[src/rtl/mul_pkg.sv]
// rtl/mul_pkg.sv - shared types and helpers for the multiplier issue/collect controller
// Purpose: request opcode enum, opcode-to-sign mapping, high-half select,
//          and the credit counter width for the default FIFO depth.
// Ports: none (package).
package mul_pkg;

  typedef enum logic [1:0] {
    MUL    = 2'd0,
    MULH   = 2'd1,
    MULHSU = 2'd2,
    MULHU  = 2'd3
  } mul_op_e;

  localparam int unsigned DEF_DEPTH = 8;
  // Credit counts 0..DEPTH inclusive, hence DEPTH+1 states.
  localparam int unsigned CREDIT_W  = $clog2(DEF_DEPTH + 1);

  // Returns {op1_sign, op2_sign}. MUL only keeps the low half, which does
  // not depend on operand signedness, so it uses the unsigned form.
  function automatic logic [1:0] op_signs(mul_op_e op);
    case (op)
      MULH:    return 2'b11;
      MULHSU:  return 2'b10;
      default: return 2'b00;
    endcase
  endfunction

  // Every opcode except MUL returns the upper half of the product.
  function automatic logic op_hi_sel(mul_op_e op);
    return (op != MUL);
  endfunction

endpackage

[src/rtl/mul_issue_collect_if.sv]
// rtl/mul_issue_collect_if.sv - request/response handshake bundle for the issue/collect controller
// Purpose: groups the valid/ready request channel and the response channel.
// Signals: req_valid/req_ready/req_op/req_a/req_b/req_tag (request),
//          rsp_valid/rsp_ready/rsp_data/rsp_tag (response).
// Modports: master = requester/consumer side, slave = controller side.
interface mul_issue_collect_if #(
  parameter int WIDTH = 64,
  parameter int TAG_W = 4
);
  import mul_pkg::*;

  logic             req_valid;
  logic             req_ready;
  mul_op_e          req_op;
  logic [WIDTH-1:0] req_a;
  logic [WIDTH-1:0] req_b;
  logic [TAG_W-1:0] req_tag;

  logic             rsp_valid;
  logic             rsp_ready;
  logic [WIDTH-1:0] rsp_data;
  logic [TAG_W-1:0] rsp_tag;

  modport master (
    output req_valid, req_op, req_a, req_b, req_tag, rsp_ready,
    input  req_ready, rsp_valid, rsp_data, rsp_tag
  );

  modport slave (
    input  req_valid, req_op, req_a, req_b, req_tag, rsp_ready,
    output req_ready, rsp_valid, rsp_data, rsp_tag
  );

endinterface

[src/rtl/mul_result_fifo.sv]
// rtl/mul_result_fifo.sv - result buffer between the multiplier and the consumer
// Purpose: synchronous FIFO, DEPTH x DW, head shown combinationally, no
//          write-to-read bypass. When empty the last popped word is held.
// Ports: clk, rst (async active-high), clr (sync clear), wr_en/wr_data,
//        rd_en/rd_data (head), count (occupancy 0..DEPTH).
module mul_result_fifo #(
  parameter int DEPTH = 8,
  parameter int DW    = 68
) (
  input  logic                   clk,
  input  logic                   rst,
  input  logic                   clr,
  input  logic                   wr_en,
  input  logic [DW-1:0]          wr_data,
  input  logic                   rd_en,
  output logic [DW-1:0]          rd_data,
  output logic [$clog2(DEPTH):0] count
);

  localparam int AW = $clog2(DEPTH);

  logic [DW-1:0] r_mem [DEPTH];
  logic [AW:0]   r_wr_ptr;
  logic [AW:0]   r_rd_ptr;
  logic [DW-1:0] r_last;
  logic          w_empty;
  logic          w_pop;

  assign w_empty = (r_wr_ptr == r_rd_ptr);
  assign w_pop   = rd_en & ~w_empty;
  assign count   = r_wr_ptr - r_rd_ptr;
  assign rd_data = w_empty ? r_last : r_mem[r_rd_ptr[AW-1:0]];

  // Overflow is impossible: the upstream credit scheme bounds occupancy.
  always_ff @(posedge clk or posedge rst) begin
    if (rst) begin
      r_wr_ptr <= '0;
      r_rd_ptr <= '0;
      r_last   <= '0;
    end else if (clr) begin
      r_wr_ptr <= '0;
      r_rd_ptr <= '0;
    end else begin
      if (wr_en) r_wr_ptr <= r_wr_ptr + 1'b1;
      if (w_pop) begin
        r_rd_ptr <= r_rd_ptr + 1'b1;
        r_last   <= r_mem[r_rd_ptr[AW-1:0]];
      end
    end
  end

  always_ff @(posedge clk) begin
    if (wr_en) r_mem[r_wr_ptr[AW-1:0]] <= wr_data;
  end

endmodule

[src/rtl/mul_issue_collect.sv]
// rtl/mul_issue_collect.sv - issue/collect controller around a fixed-latency pipelined multiplier
// Purpose: accepts requests, drives multiplier operands and signs, tracks
//          tag/half-select alongside the multiplier, buffers results.
// Ports: clk, rst (async active-high), bus (slave: req_*/rsp_*), flush,
//        mul_op1/mul_op1_sign/mul_op2/mul_op2_sign (to multiplier),
//        mul_result (2*WIDTH product from multiplier).
module mul_issue_collect
  import mul_pkg::*;
#(
  parameter int WIDTH       = 64,
  parameter int MUL_LATENCY = 6,
  parameter int DEPTH       = DEF_DEPTH,
  parameter int TAG_W       = 4
) (
  input  logic                 clk,
  input  logic                 rst,
  mul_issue_collect_if.slave   bus,
  input  logic                 flush,
  output logic [WIDTH-1:0]     mul_op1,
  output logic                 mul_op1_sign,
  output logic [WIDTH-1:0]     mul_op2,
  output logic                 mul_op2_sign,
  input  logic [2*WIDTH-1:0]   mul_result
);

  localparam int CW = $clog2(DEPTH + 1);

  logic                              w_accept;
  logic                              w_pop;
  logic [1:0]                        w_signs;
  logic [CW-1:0]                     r_credit;
  logic [CW-1:0]                     w_credit_nxt;
  logic                              r_req_ready;
  logic [MUL_LATENCY-1:0]            r_vld;
  logic [MUL_LATENCY-1:0]            r_hi;
  logic [MUL_LATENCY-1:0][TAG_W-1:0] r_tag;
  logic [WIDTH-1:0]                  w_half;
  logic [$clog2(DEPTH):0]            w_fifo_count;

  // A request presented during flush must not be taken.
  assign bus.req_ready = r_req_ready & ~flush;
  assign w_accept      = bus.req_valid & bus.req_ready;
  assign bus.rsp_valid = (w_fifo_count != '0);
  assign w_pop         = bus.rsp_valid & bus.rsp_ready;

  // Operands are gated so the multiplier only sees live requests.
  assign w_signs      = op_signs(bus.req_op);
  assign mul_op1      = w_accept ? bus.req_a : '0;
  assign mul_op2      = w_accept ? bus.req_b : '0;
  assign mul_op1_sign = w_accept & w_signs[1];
  assign mul_op2_sign = w_accept & w_signs[0];

  // Credit covers both in-flight products and buffered results, so a
  // result leaving the multiplier always has a FIFO slot waiting for it.
  always_comb begin
    w_credit_nxt = r_credit;
    if (w_accept && !w_pop)      w_credit_nxt = r_credit + CW'(1);
    else if (!w_accept && w_pop) w_credit_nxt = r_credit - CW'(1);
  end

  // req_ready is registered from the next credit value, so a pop while
  // full only reopens the request channel on the following cycle.
  always_ff @(posedge clk or posedge rst) begin
    if (rst) begin
      r_credit    <= '0;
      r_req_ready <= 1'b0;
    end else if (flush) begin
      r_credit    <= '0;
      r_req_ready <= 1'b1;
    end else begin
      r_credit    <= w_credit_nxt;
      r_req_ready <= (w_credit_nxt < CW'(DEPTH));
    end
  end

  // Tracking pipeline: the last stage lines up with mul_result.
  always_ff @(posedge clk or posedge rst) begin
    if (rst) begin
      r_vld <= '0;
      r_hi  <= '0;
      r_tag <= '0;
    end else begin
      r_vld[0] <= w_accept;
      r_hi[0]  <= op_hi_sel(bus.req_op);
      r_tag[0] <= bus.req_tag;
      for (int i = 1; i < MUL_LATENCY; i++) begin
        r_vld[i] <= r_vld[i-1];
        r_hi[i]  <= r_hi[i-1];
        r_tag[i] <= r_tag[i-1];
      end
      if (flush) r_vld <= '0;
    end
  end

  assign w_half = r_hi[MUL_LATENCY-1] ? mul_result[2*WIDTH-1:WIDTH]
                                      : mul_result[WIDTH-1:0];

  mul_result_fifo #(
    .DEPTH (DEPTH),
    .DW    (WIDTH + TAG_W)
  ) u_fifo (
    .clk     (clk),
    .rst     (rst),
    .clr     (flush),
    .wr_en   (r_vld[MUL_LATENCY-1]),
    .wr_data ({r_tag[MUL_LATENCY-1], w_half}),
    .rd_en   (w_pop),
    .rd_data ({bus.rsp_tag, bus.rsp_data}),
    .count   (w_fifo_count)
  );

endmodule

[src/flat_wrapper.sv]
// flat-port wrapper written by rule: the top's interface ports become plain ports
module mul_issue_collect_flat import mul_pkg::*;
#(
  parameter int WIDTH       = 64,
  parameter int MUL_LATENCY = 6,
  parameter int DEPTH       = DEF_DEPTH,
  parameter int TAG_W       = 4
)
  (clk, rst, flush, mul_op1, mul_op1_sign, mul_op2, mul_op2_sign, mul_result, bus_req_valid, bus_req_op, bus_req_a, bus_req_b, bus_req_tag, bus_rsp_ready, bus_req_ready, bus_rsp_valid, bus_rsp_data, bus_rsp_tag);
  mul_issue_collect_if #(.WIDTH(WIDTH), .TAG_W(TAG_W)) bus_i ();
  input  logic clk;
  input  logic rst;
  input  logic flush;
  output logic [WIDTH-1:0] mul_op1;
  output logic mul_op1_sign;
  output logic [WIDTH-1:0] mul_op2;
  output logic mul_op2_sign;
  input  logic [2*WIDTH-1:0] mul_result;
  input wire logic [$bits(bus_i.req_valid)-1:0] bus_req_valid;
  input wire logic [$bits(bus_i.req_op)-1:0] bus_req_op;
  input wire logic [$bits(bus_i.req_a)-1:0] bus_req_a;
  input wire logic [$bits(bus_i.req_b)-1:0] bus_req_b;
  input wire logic [$bits(bus_i.req_tag)-1:0] bus_req_tag;
  input wire logic [$bits(bus_i.rsp_ready)-1:0] bus_rsp_ready;
  output wire logic [$bits(bus_i.req_ready)-1:0] bus_req_ready;
  output wire logic [$bits(bus_i.rsp_valid)-1:0] bus_rsp_valid;
  output wire logic [$bits(bus_i.rsp_data)-1:0] bus_rsp_data;
  output wire logic [$bits(bus_i.rsp_tag)-1:0] bus_rsp_tag;
  assign bus_i.req_valid = bus_req_valid;
  assign bus_i.req_op = bus_req_op;
  assign bus_i.req_a = bus_req_a;
  assign bus_i.req_b = bus_req_b;
  assign bus_i.req_tag = bus_req_tag;
  assign bus_i.rsp_ready = bus_rsp_ready;
  assign bus_req_ready = bus_i.req_ready;
  assign bus_rsp_valid = bus_i.rsp_valid;
  assign bus_rsp_data = bus_i.rsp_data;
  assign bus_rsp_tag = bus_i.rsp_tag;
  mul_issue_collect #(.WIDTH(WIDTH), .MUL_LATENCY(MUL_LATENCY), .DEPTH(DEPTH), .TAG_W(TAG_W)) u_core (.clk(clk), .rst(rst), .bus(bus_i), .flush(flush), .mul_op1(mul_op1), .mul_op1_sign(mul_op1_sign), .mul_op2(mul_op2), .mul_op2_sign(mul_op2_sign), .mul_result(mul_result));
endmodule
[config.mk]
export PLATFORM = sky130hd
export DESIGN_NAME = mul_issue_collect_flat
export DESIGN_NICKNAME = d
export VERILOG_FILES = /design/src/rtl/mul_pkg.sv /design/src/rtl/mul_issue_collect_if.sv /design/src/rtl/mul_result_fifo.sv /design/src/rtl/mul_issue_collect.sv /design/src/flat_wrapper.sv
export SDC_FILE = /design/constraint.sdc
export NUM_CORES = 1
export LEC_CHECK = 0
export ABC_AREA = 0
export CORE_MARGIN = 4
export CORE_UTILIZATION = 48
export DETAILED_ROUTE_END_ITERATION = 10
export PLACE_DENSITY = 0.73
export SETUP_SLACK_MARGIN = 0.1
export SYNTH_ARGS = -nofsm -noshare
export SYNTH_HDL_FRONTEND = slang
export SYNTH_SLANG_ARGS = --single-unit
[constraint.sdc]
create_clock -name clk -period 7.92 [get_ports clk]
set_input_delay 1.584 -clock clk [delete_from_list [all_inputs] [get_ports clk]]
set_output_delay 1.584 -clock clk [all_outputs]
set_load 0.02 [all_outputs]
==> results of run 1 <==
synthesized netlist by cell type, types with 3 or more instances:
master / count / area [um^2]
buf_1: 13 / 48.8
nor2_1: 153 / 574
dfrtp_1: 117 / 2930
mux4_2: 136 / 3060
buf_6: 5 / 56.3
inv_1: 10 / 37.5
xnor2_1: 5 / 43.8
and3_1: 130 / 813
nor3_1: 3 / 15.0
buf_4: 10 / 75.1
buf_2: 15 / 75.1
nor2b_1: 8 / 50.1
nand2_1: 7 / 26.3
edfxtp_1: 544 / 16300
nand2b_1: 3 / 18.8
a21oi_1: 139 / 696
mux2_2: 65 / 732
clkbuf_1: 62 / 233
nand3_1: 8 / 40.0
ha_1: 9 / 113
mux2i_1: 72 / 721
worst max-delay path: cells and delay by family, from the launching register on:
family,cells,cell delay (ns)
buffers and inverters,3,2.07
DFF,1,0.92
muxes,2,0.77
AOI/OAI and AO/OA,1,0.16
power groups by stage:
stage	clock, uW	combinational [uW]	sequential [uW]
5_1_grt	3290	1100	3990
6_report	3060	1020	3980
4_1_cts	3130	1030	3980
3_3_place_gp	0	1000	4040
3_5_place_dp	0	1020	4050
2_1_floorplan	0	499	4030
worst min path at each step:
stage                                      end  cells past startpoint  slack (ns)
finish                u_core.r_hi[2]$_DFF_PP0_                      0        0.34
global route         u_core.r_tag[8]$_DFF_PP0_                      0        0.35
CTS                   u_core.r_hi[2]$_DFF_PP0_                      0        0.35
detailed placement  u_core.r_tag[21]$_DFF_PP0_                      0        0.33
global placement      u_core.r_hi[2]$_DFF_PP0_                      0        0.33
floorplan             u_core.r_hi[1]$_DFF_PP0_                      0        0.33
flip-flops by register name, indices dropped and copies added (netlist names):
| name | count |
|---|---|
| u_core.r_credit | 4 |
| u_core.u_fifo.r_mem | 544 |
| u_core.r_vld | 6 |
| u_core.r_req_ready | 1 |
| u_core.u_fifo.r_wr_ptr | 4 |
| u_core.u_fifo.r_rd_ptr | 4 |
| u_core.r_hi | 6 |
| u_core.r_tag | 24 |
| u_core.u_fifo.r_last | 68 |
routing by layer:
metal  vias to the layer above  share of wire  global-route usage
met5                         -              0                   0
met3                        84          0.061              0.0429
met1                      7944           0.41               0.289
met2                       545           0.51               0.361
li1                       6900              -                   -
met4                         0          0.021              0.0596
cells in the final DEF (no fill, tap or decap), types with 10 or more instances in the layout:
cell type / n
mux4_2: 136
mux2_2: 65
mux2i_1: 72
edfxtp_1: 544
buf_4: 23
dfrtp_1: 114
and3_1: 130
clkinv_2: 10
a21oi_1: 139
clkbuf_16: 69
nor2_1: 147
clkdlybuf4s50_1: 465
clkbuf_1: 22
layout make-up:
class | count | area [um^2]
clock buffer | 94 | 1850
clock inverter | 29 | 293
fill | 3890 | 20800
inverter | 12 | 52.6
multi-input combinational | 755 | 7120
sequential | 661 | 19300
tap | 748 | 936
timing repair buffer | 490 | 4850
metrics by stage:
stage                     utilization  worst slack (ns)  power [uW]  hold WS [ns]  std cells
after detailed placement        0.584              2.03        5070         0.335       2666
after floorplan                     -              2.13        4530         0.331       1533
after global routing            0.623              1.34        8380         0.352       2789
final                           0.623              1.77        8060         0.341       2789
after CTS                       0.623              1.58        8140         0.346       2789
after global placement          0.584              2.19        5040         0.332       2666
logic make-up after synthesis:
| logic type | count (synthesis) | share of synthesized area |
|---|---|---|
| DFF | 661 | 0.718 |
| muxes | 274 | 0.169 |
| buffers and inverters | 117 | 0.0199 |
| xor gates and xnor gates | 7 | 0.00228 |
| AOI/OAI and AO/OA | 145 | 0.0274 |
| and+or+nand+nor | 320 | 0.0597 |
| adders and majority gates | 9 | 0.00420 |
==> impl_metrics.toml, run 1 <==
[worst_setup_path]
rr_worst_depth = 7
start_kind = "register"
regToRegSetupSlack_ns = 4.16
cpMostUsedCell = "buf_4"
cp_slowest_cell = "dfrtp_4"
crit_chain = "buf_4, buf_4, mux4_2, mux2i_1, a21oi_1, clkdlybuf4s50_1"
slowest_delay_ns = 0.92
critPathCapture = "bus_rsp_tag[1]"
worstSetupPathType = "reg2out"
crit_start = "u_core.u_fifo.r_rd_ptr[0]$_DFFE_PP0P_"
cp_max_fo = 48
r2r-end = "u_core.u_fifo.r_last[36]$_DFFE_PP0P_"
setup.worst_path.end_class = "primary output"
r2r_start = "u_core.u_fifo.r_rd_ptr[0]$_DFFE_PP0P_"
cp.arrival_ns = 4.57
critPathRequiredTime_ns = 6.34

[cts]
clock_latency_ns = 0.59
cts_setup_buffers = 0
clock_path_buffers = 3
clockRootBuffer = "clkbuf_16"
cts_resized = 0
hold_buffers = 0
tritoncts = "yes"
cts.clk_slew.worst_paths_ns = 0.06
htree_levels = 3
cts_sinks = 661
cts_buffers = 67

[placed_design]
dpl-instance-area_um2 = 32200
portBuffers = 466
dp_hpwl_um = 38100
gp_congestion = 0.954

[detailed_routing]
drt-initial-drc-count = 1219
routedWlPerCell_um = 23.1
vias_per_cell = 5.55
ant_nets = 0
drc = 0
drtPass1Iterations = 5
vias = 15500
routed_wl_um = 64300

[sta]
fin_crit_ns = 6.15
relSlewSlack = 0.239
worst_pin_slew_ns = 1.14
drv_slew = 0
hold_violations = 0
skew_ns = 0.0196
max_freq_mhz = 163
rsz0062_at_grt = "false"
timing.final.crit_share = 0.776
setup_viol = 0
setup_tns_ns = 0

[floorplan]
start_util = 0.486
core_um2 = 55200
die_w_um = 244
dieArea_um2 = 59700
row_count = 86
die_h_um = 244
num_io_pins = 467

[worst_hold_path]
hold_class = "reg2reg"
min_from = "u_core.r_hi[1]$_DFF_PP0_"

[final_layout]
antenna_cells = 0
fin_area_um2 = 34400
layout.nets = 2263
drive_gt1_frac = 0.166
syn2layout_area_growth_pct = 28.1

[power_and_ir_drop]
switching_share = 0.232
p_leak_uw = 0.0124
ir_drop_uv = 141
seq_power_share = 0.494
combPwrFrac = 0.126
p_int_uw = 6190
p_sw_uw = 1870
p_per_area_nw_per_um2 = 234
pwr-share-clk = 0.380

[grt]
grt_pass1_wl_um = 97600
grt_overflow = 0
grt_usage = 0.214
grt_max_degree = 132
grt_pass1_vias = 16500
antenna_found_initial = 0

[synth]
ys_warn_count = 0
syn_avg_cell_area_um2 = 17.5
synth_ff_type = "edfxtp_1"
synth.yosys.seq_area_share = 0.718
synth-edff-count = 544
yosys_register_bits = 661
synth-async-reset-ratio = 0.177
synth.distinct_cells = 35
syn-cell-area_um2 = 26800
syn_inst = 1533
syn_nets = 1809

[run]
max_cap_violations = 0

[status]
status = "completed"
Note: power is estimated with default switching activity, not from simulation.
==> run 2: changes to the inputs <==
Clock period 7.92 ns to 6 ns, I/O delays scaled along.
==> run 2 against run 1 <==
Effect of this change:
- worst setup slack got worse by 0.94 ns
- combinational power increased by 31%
- flip-flop and latch count unchanged
- die area unchanged
- sequential power increased by 32%
- wire length decreased by 1.6%
- non-clock buffer count increased by 3
- final cell count decreased by 0.18%
- critical path depth increased by 1
- count of clock-buffer cells in the layout increased by 7
- critical endpoint is now bus_rsp_data[7]
- highest routed layer is now met5
==> impl_metrics.toml, run 2 (synthesized netlist as in run 1, its figures left out) <==
[status]
status = "completed"

[sta]
relSlewSlack = 0.235
fin_crit_ns = 5.17
timing.final.crit_share = 0.861
rsz0062_at_grt = "false"
setup_tns_ns = 0
drv_slew = 0
max_freq_mhz = 194
worst_pin_slew_ns = 1.15
skew_ns = 0.0179
setup_viol = 0
hold_violations = 0

[worst_setup_path]
cpLargestDelayFamily = "buffers and inverters"
path_buf_inv = 2
r2r-end = "u_core.u_fifo.r_last[29]$_DFFE_PP0P_"
worstSetupPathType = "reg2out"
critPathRequiredTime_ns = 4.80
r2r_start = "u_core.u_fifo.r_rd_ptr[0]$_DFFE_PP0P_"
crit_chain = "ha_1, and2_1, nand3_4, buf_12, nor2_1, a21oi_1, clkdlybuf4s50_1"
crit_start = "u_core.u_fifo.r_rd_ptr[0]$_DFFE_PP0P_"
cp.arrival_ns = 3.97
regToRegSetupSlack_ns = 2.14
cp_slowest_cell = "dfrtp_4"
cp_max_fo = 54
setup.worst_path.end_class = "primary output"
slowest_delay_ns = 0.80
rr_worst_depth = 8
start_kind = "register"

[cts]
cts_sinks = 661
cts_resized = 0
cts_buffers = 61
htree_levels = 2
clockRootBuffer = "clkbuf_16"
cts.clk_slew.worst_paths_ns = 0.06
tritoncts = "yes"
clock_latency_ns = 0.62
clock_path_buffers = 3
cts_setup_buffers = 0
hold_buffers = 0

[detailed_routing]
drt-initial-drc-count = 1134
routedWlPerCell_um = 22.7
ant_nets = 0
vias_per_cell = 5.53
routed_wl_um = 63300
drc = 0
vias = 15400
drtPass1Iterations = 5

[final_layout]
drive_gt1_frac = 0.162
layout_common_cells = "edfxtp_1 (544), clkdlybuf4s50_1 (465), nor2_1 (147), a21oi_1 (139), mux4_2 (136)"
stdcell_count = 2784
syn2layout_area_growth_pct = 27.6
num-fill-cells = 3895
antenna_cells = 0
multi_input_area_um2 = 7120
mostFrequentLayoutCell = "edfxtp_1"
largest_reg_flops = 544
fin_area_um2 = 34200
layout.nets = 2260
seqCellArea_um2 = 19300

[floorplan]
start_util = 0.486
num_io_pins = 467
dieArea_um2 = 59700
row_count = 86
die_w_um = 244
core_um2 = 55200
die_h_um = 244

[grt]
antenna_found_initial = 3
grt_use_met1 = 0.287
grt_pass1_wl_um = 96100
groute.layer.met2.usage = 0.354
grt_usage = 0.210
busiest_layer = "met2"
grt_pass1_vias = 16200
grt_overflow = 0
gr-usage-met3 = 0.0378
grt_max_degree = 140

[power_and_ir_drop]
ir_drop_uv = 272
p_leak_uw = 0.0123
p_per_area_nw_per_um2 = 301

[worst_hold_path]
holdPathEnd = "u_core.r_tag[22]$_DFF_PP0_"
min_from = "u_core.r_tag[18]$_DFF_PP0_"
hold_depth = 0
hold_class = "reg2reg"

[placed_design]
dp.cells = 2669
gp_congestion = 0.975
portBuffers = 466
dp_hpwl_um = 37800
dpl-instance-area_um2 = 32300

[run]
max_cap_violations = 0
-- run 2: cell count changes in the layout (fill, tap and decap cells not counted) --
cell,previous run,this run
clkinv_4,2,0
clkbuf_16,69,61
inv_16,0,1
bufinv_16,4,2
clkinv_2,10,3
clkinv_8,3,0
clkbuf_8,3,13
clkinv_1,6,5
buf_12,1,4
clkbuf_1,22,27
inv_6,4,3
-- run 2: cell type report --
| class | count | area share |
|---|---|---|
| multi-input combinational | 755 | 0.208 |
| inverter | 12 | 0.00153 |
| clock inverter | 14 | 0.00406 |
| sequential | 661 | 0.563 |
| tap | 748 | 0.0273 |
| timing repair buffer | 493 | 0.143 |
| clock buffer | 101 | 0.0528 |
-- run 2: worst reg2reg max path, cell delays in order, from the launching register on --
cell and delay (ns):
dfrtp_4 0.80, ha_1 0.34, and2_1 0.19, nand3_4 0.60, buf_4 0.46, nor4b_4 0.32
buf_4 0.74, nor2_1 0.15, a21oi_1 0.18
-- run 2: worst max path at each step --
| stage | cells past startpoint | to |
|---|---|---|
| detailed placement | 5 | mul_op2[20] |
| CTS | 6 | bus_rsp_data[26] |
| floorplan | 2 | u_core.u_fifo.r_mem[0][0]$_DFFE_PP_ |
| finish | 7 | bus_rsp_data[7] |
| global placement | 5 | mul_op2[23] |
| global route | 5 | bus_rsp_tag[3] |
-- run 2: power breakdown --
group	switching [uW]	total (uW)	internal, uW
Clock	1590	3720	2130
Sequential	97.5	5260	5160
Combinational	685	1340	658
-- run 2: per-layer routing --
layer,routed length (um),vias up
li1,-,6888
met1,26000,7846
met2,31700,563
met3,4190,88
met4,1330,4
met5,22,-
-- run 2: per-stage QoR --
step                      hold slack, ns  power [uW]  worst slack [ns]   util
final                              0.340       10300             0.834  0.620
after global routing               0.356       10700             0.628  0.620
after CTS                          0.342       10400             0.762  0.620
after detailed placement           0.336        6700              1.32  0.585
after global placement             0.334        6660              1.37  0.585
after floorplan                    0.331        5970             0.212      -
==> run 3: changes to the inputs <==
Clock period 6 ns to 6.36 ns, I/O delays scaled along.
==> run 3 against run 2 <==
Effect of this change:
- final cell count increased by 0.11%
- worst setup slack improved by 0.18 ns
- combinational power decreased by 5%
- clock skew increased by 0.0051 ns
- sequential share of layout area decreased by 0.086 points
- sequential power decreased by 5.7%
- die area unchanged
- total power decreased by 3.9%
- count of clock-buffer cells in the layout decreased by 1
- register-to-register slack improved by 0.25 ns
- wire length increased by 1.5%
- critical endpoint unchanged
- largest power group unchanged
==> impl_metrics.toml, run 3 (synthesized netlist as in run 1, its figures left out) <==
[status]
status = "completed"

[sta]
worst_pin_slew_ns = 1.21
relSlewSlack = 0.196
setup_viol = 0
timing.final.crit_share = 0.840
setup_tns_ns = 0
max_freq_mhz = 187
rsz0062_at_grt = "false"
drv_slew = 0
fin_crit_ns = 5.34
skew_ns = 0.0230
hold_violations = 0

[final_layout]
mostFrequentLayoutCell = "edfxtp_1"
stdcell_count = 2787
largest_reg_flops = 544
layout_common_cells = "edfxtp_1 (544), clkdlybuf4s50_1 (465), nor2_1 (147), a21oi_1 (139), mux4_2 (136)"
drive_gt1_frac = 0.162
num-fill-cells = 3904
layout.nets = 2264
antenna_cells = 0
syn2layout_area_growth_pct = 27.8

[run]
max_cap_violations = 0

[power_and_ir_drop]
p_sw_uw = 2290
p_leak_uw = 0.0123
ir_drop_uv = 182
pwr-share-clk = 0.371
p_int_uw = 7630
seq_power_share = 0.500
switching_share = 0.231
combPwrFrac = 0.128
p_per_area_nw_per_um2 = 289

[cts]
clock_latency_ns = 0.58
tritoncts = "yes"
htree_levels = 3
clockRootBuffer = "clkbuf_16"
clock_path_buffers = 3
cts_sinks = 661
hold_buffers = 0
cts_buffers = 67
cts.clk_slew.worst_paths_ns = 0.06
cts_setup_buffers = 0
cts_resized = 0

[detailed_routing]
routed_wl_um = 64200
vias_per_cell = 5.56
routedWlPerCell_um = 23.0
ant_nets = 0
drt-initial-drc-count = 1135
vias = 15500
drtPass1Iterations = 5
drc = 0

[placed_design]
portBuffers = 466
dp.cells = 2667
gp_congestion = 0.972
dp_hpwl_um = 38000

[grt]
antenna_found_initial = 3
grt_usage = 0.213
grt_pass1_vias = 16600
grt_overflow = 0
grt_pass1_wl_um = 97200
grt_max_degree = 133

[floorplan]
dieArea_um2 = 59700
row_count = 86
core_um2 = 55200
die_h_um = 244
die_w_um = 244
start_util = 0.486
num_io_pins = 467

[worst_setup_path]
start_kind = "register"
setup.worst_path.end_class = "primary output"
worstSetupPathType = "reg2out"
cp.arrival_ns = 4.07
critPathRequiredTime_ns = 5.09
cp_max_fo = 75

[worst_hold_path]
hold_class = "reg2reg"
## run 3: through the flow
| step | total power, uW | hold WS [ns] | utilization | cell area [um^2] | worst slack, ns |
|---|---|---|---|---|---|
| 2_1_floorplan | 5640 | 0.331 | - | 26800 | 0.572 |
| 3_3_place_gp | 6280 | 0.333 | 0.584 | 32200 | 1.45 |
| 3_5_place_dp | 6320 | 0.335 | 0.584 | 32200 | 1.39 |
| 4_1_cts | 10000 | 0.338 | 0.621 | 34300 | 0.940 |
| 5_1_grt | 10300 | 0.346 | 0.621 | 34300 | 0.763 |
| 6_report | 9910 | 0.341 | 0.621 | 34300 | 1.02 |
## run 3: power by group through the flow
stage	logic, uW	registers [uW]	clock network, uW
global placement	1250	5030	0
global route	1370	4970	3950
finish	1270	4960	3680
floorplan	621	5010	0
detailed placement	1280	5050	0
CTS	1290	4960	3760
## run 3: final cells by class
| type | instances | area, um^2 | area share |
|---|---|---|---|
| inverters | 12 | 52.6 | 0.00153 |
| well taps | 748 | 936 | 0.0273 |
| clock buffers | 100 | 1890 | 0.0552 |
| flip-flops and latches | 661 | 19300 | 0.562 |
| repair buffers | 491 | 4860 | 0.142 |
| clock inverters | 20 | 159 | 0.00463 |
| multi-input cells | 755 | 7120 | 0.208 |
## run 3: path summary, 6_finish.rpt
path / startpoint / to / slack [ns] / depth (start not counted)
worst max-delay path: u_core.u_fifo.r_rd_ptr[2]$_DFFE_PP0P_ / bus_rsp_data[7] / 1.02 / 5
worst min-delay path: u_core.r_tag[5]$_DFF_PP0_ / u_core.r_tag[9]$_DFF_PP0_ / 0.34 / 0
worst max register to register: u_core.u_fifo.r_rd_ptr[2]$_DFFE_PP0P_ / u_core.u_fifo.r_last[17]$_DFFE_PP0P_ / 2.39 / 8
worst min register to register: u_core.r_tag[5]$_DFF_PP0_ / u_core.r_tag[9]$_DFF_PP0_ / 0.34 / 0
max in group asynchronous: rst / u_core.u_fifo.r_rd_ptr[1]$_DFFE_PP0P_ / 3.89 / 3
min in group asynchronous: rst / u_core.u_fifo.r_last[13]$_DFFE_PP0P_ / 1.27 / 2
## run 3: routing by layer
metal / track usage / share of wire / routed length [um] / vias to the layer above
met5: 0 / 0.00062 / 40 / -
met4: 0.0624 / 0.022 / 1420 / 4
met3: 0.0461 / 0.069 / 4420 / 103
met2: 0.356 / 0.50 / 32000 / 613
met1: 0.286 / 0.41 / 26300 / 7884
li1: - / - / - / 6893
## run 3: worst max-delay path, cell delays in order (launching register included)
cell,delay (ns)
dfrtp_1,0.41
inv_4,0.47
ha_1,0.34
nand3_4,0.81
a21oi_1,0.73
clkdlybuf4s50_1,0.71
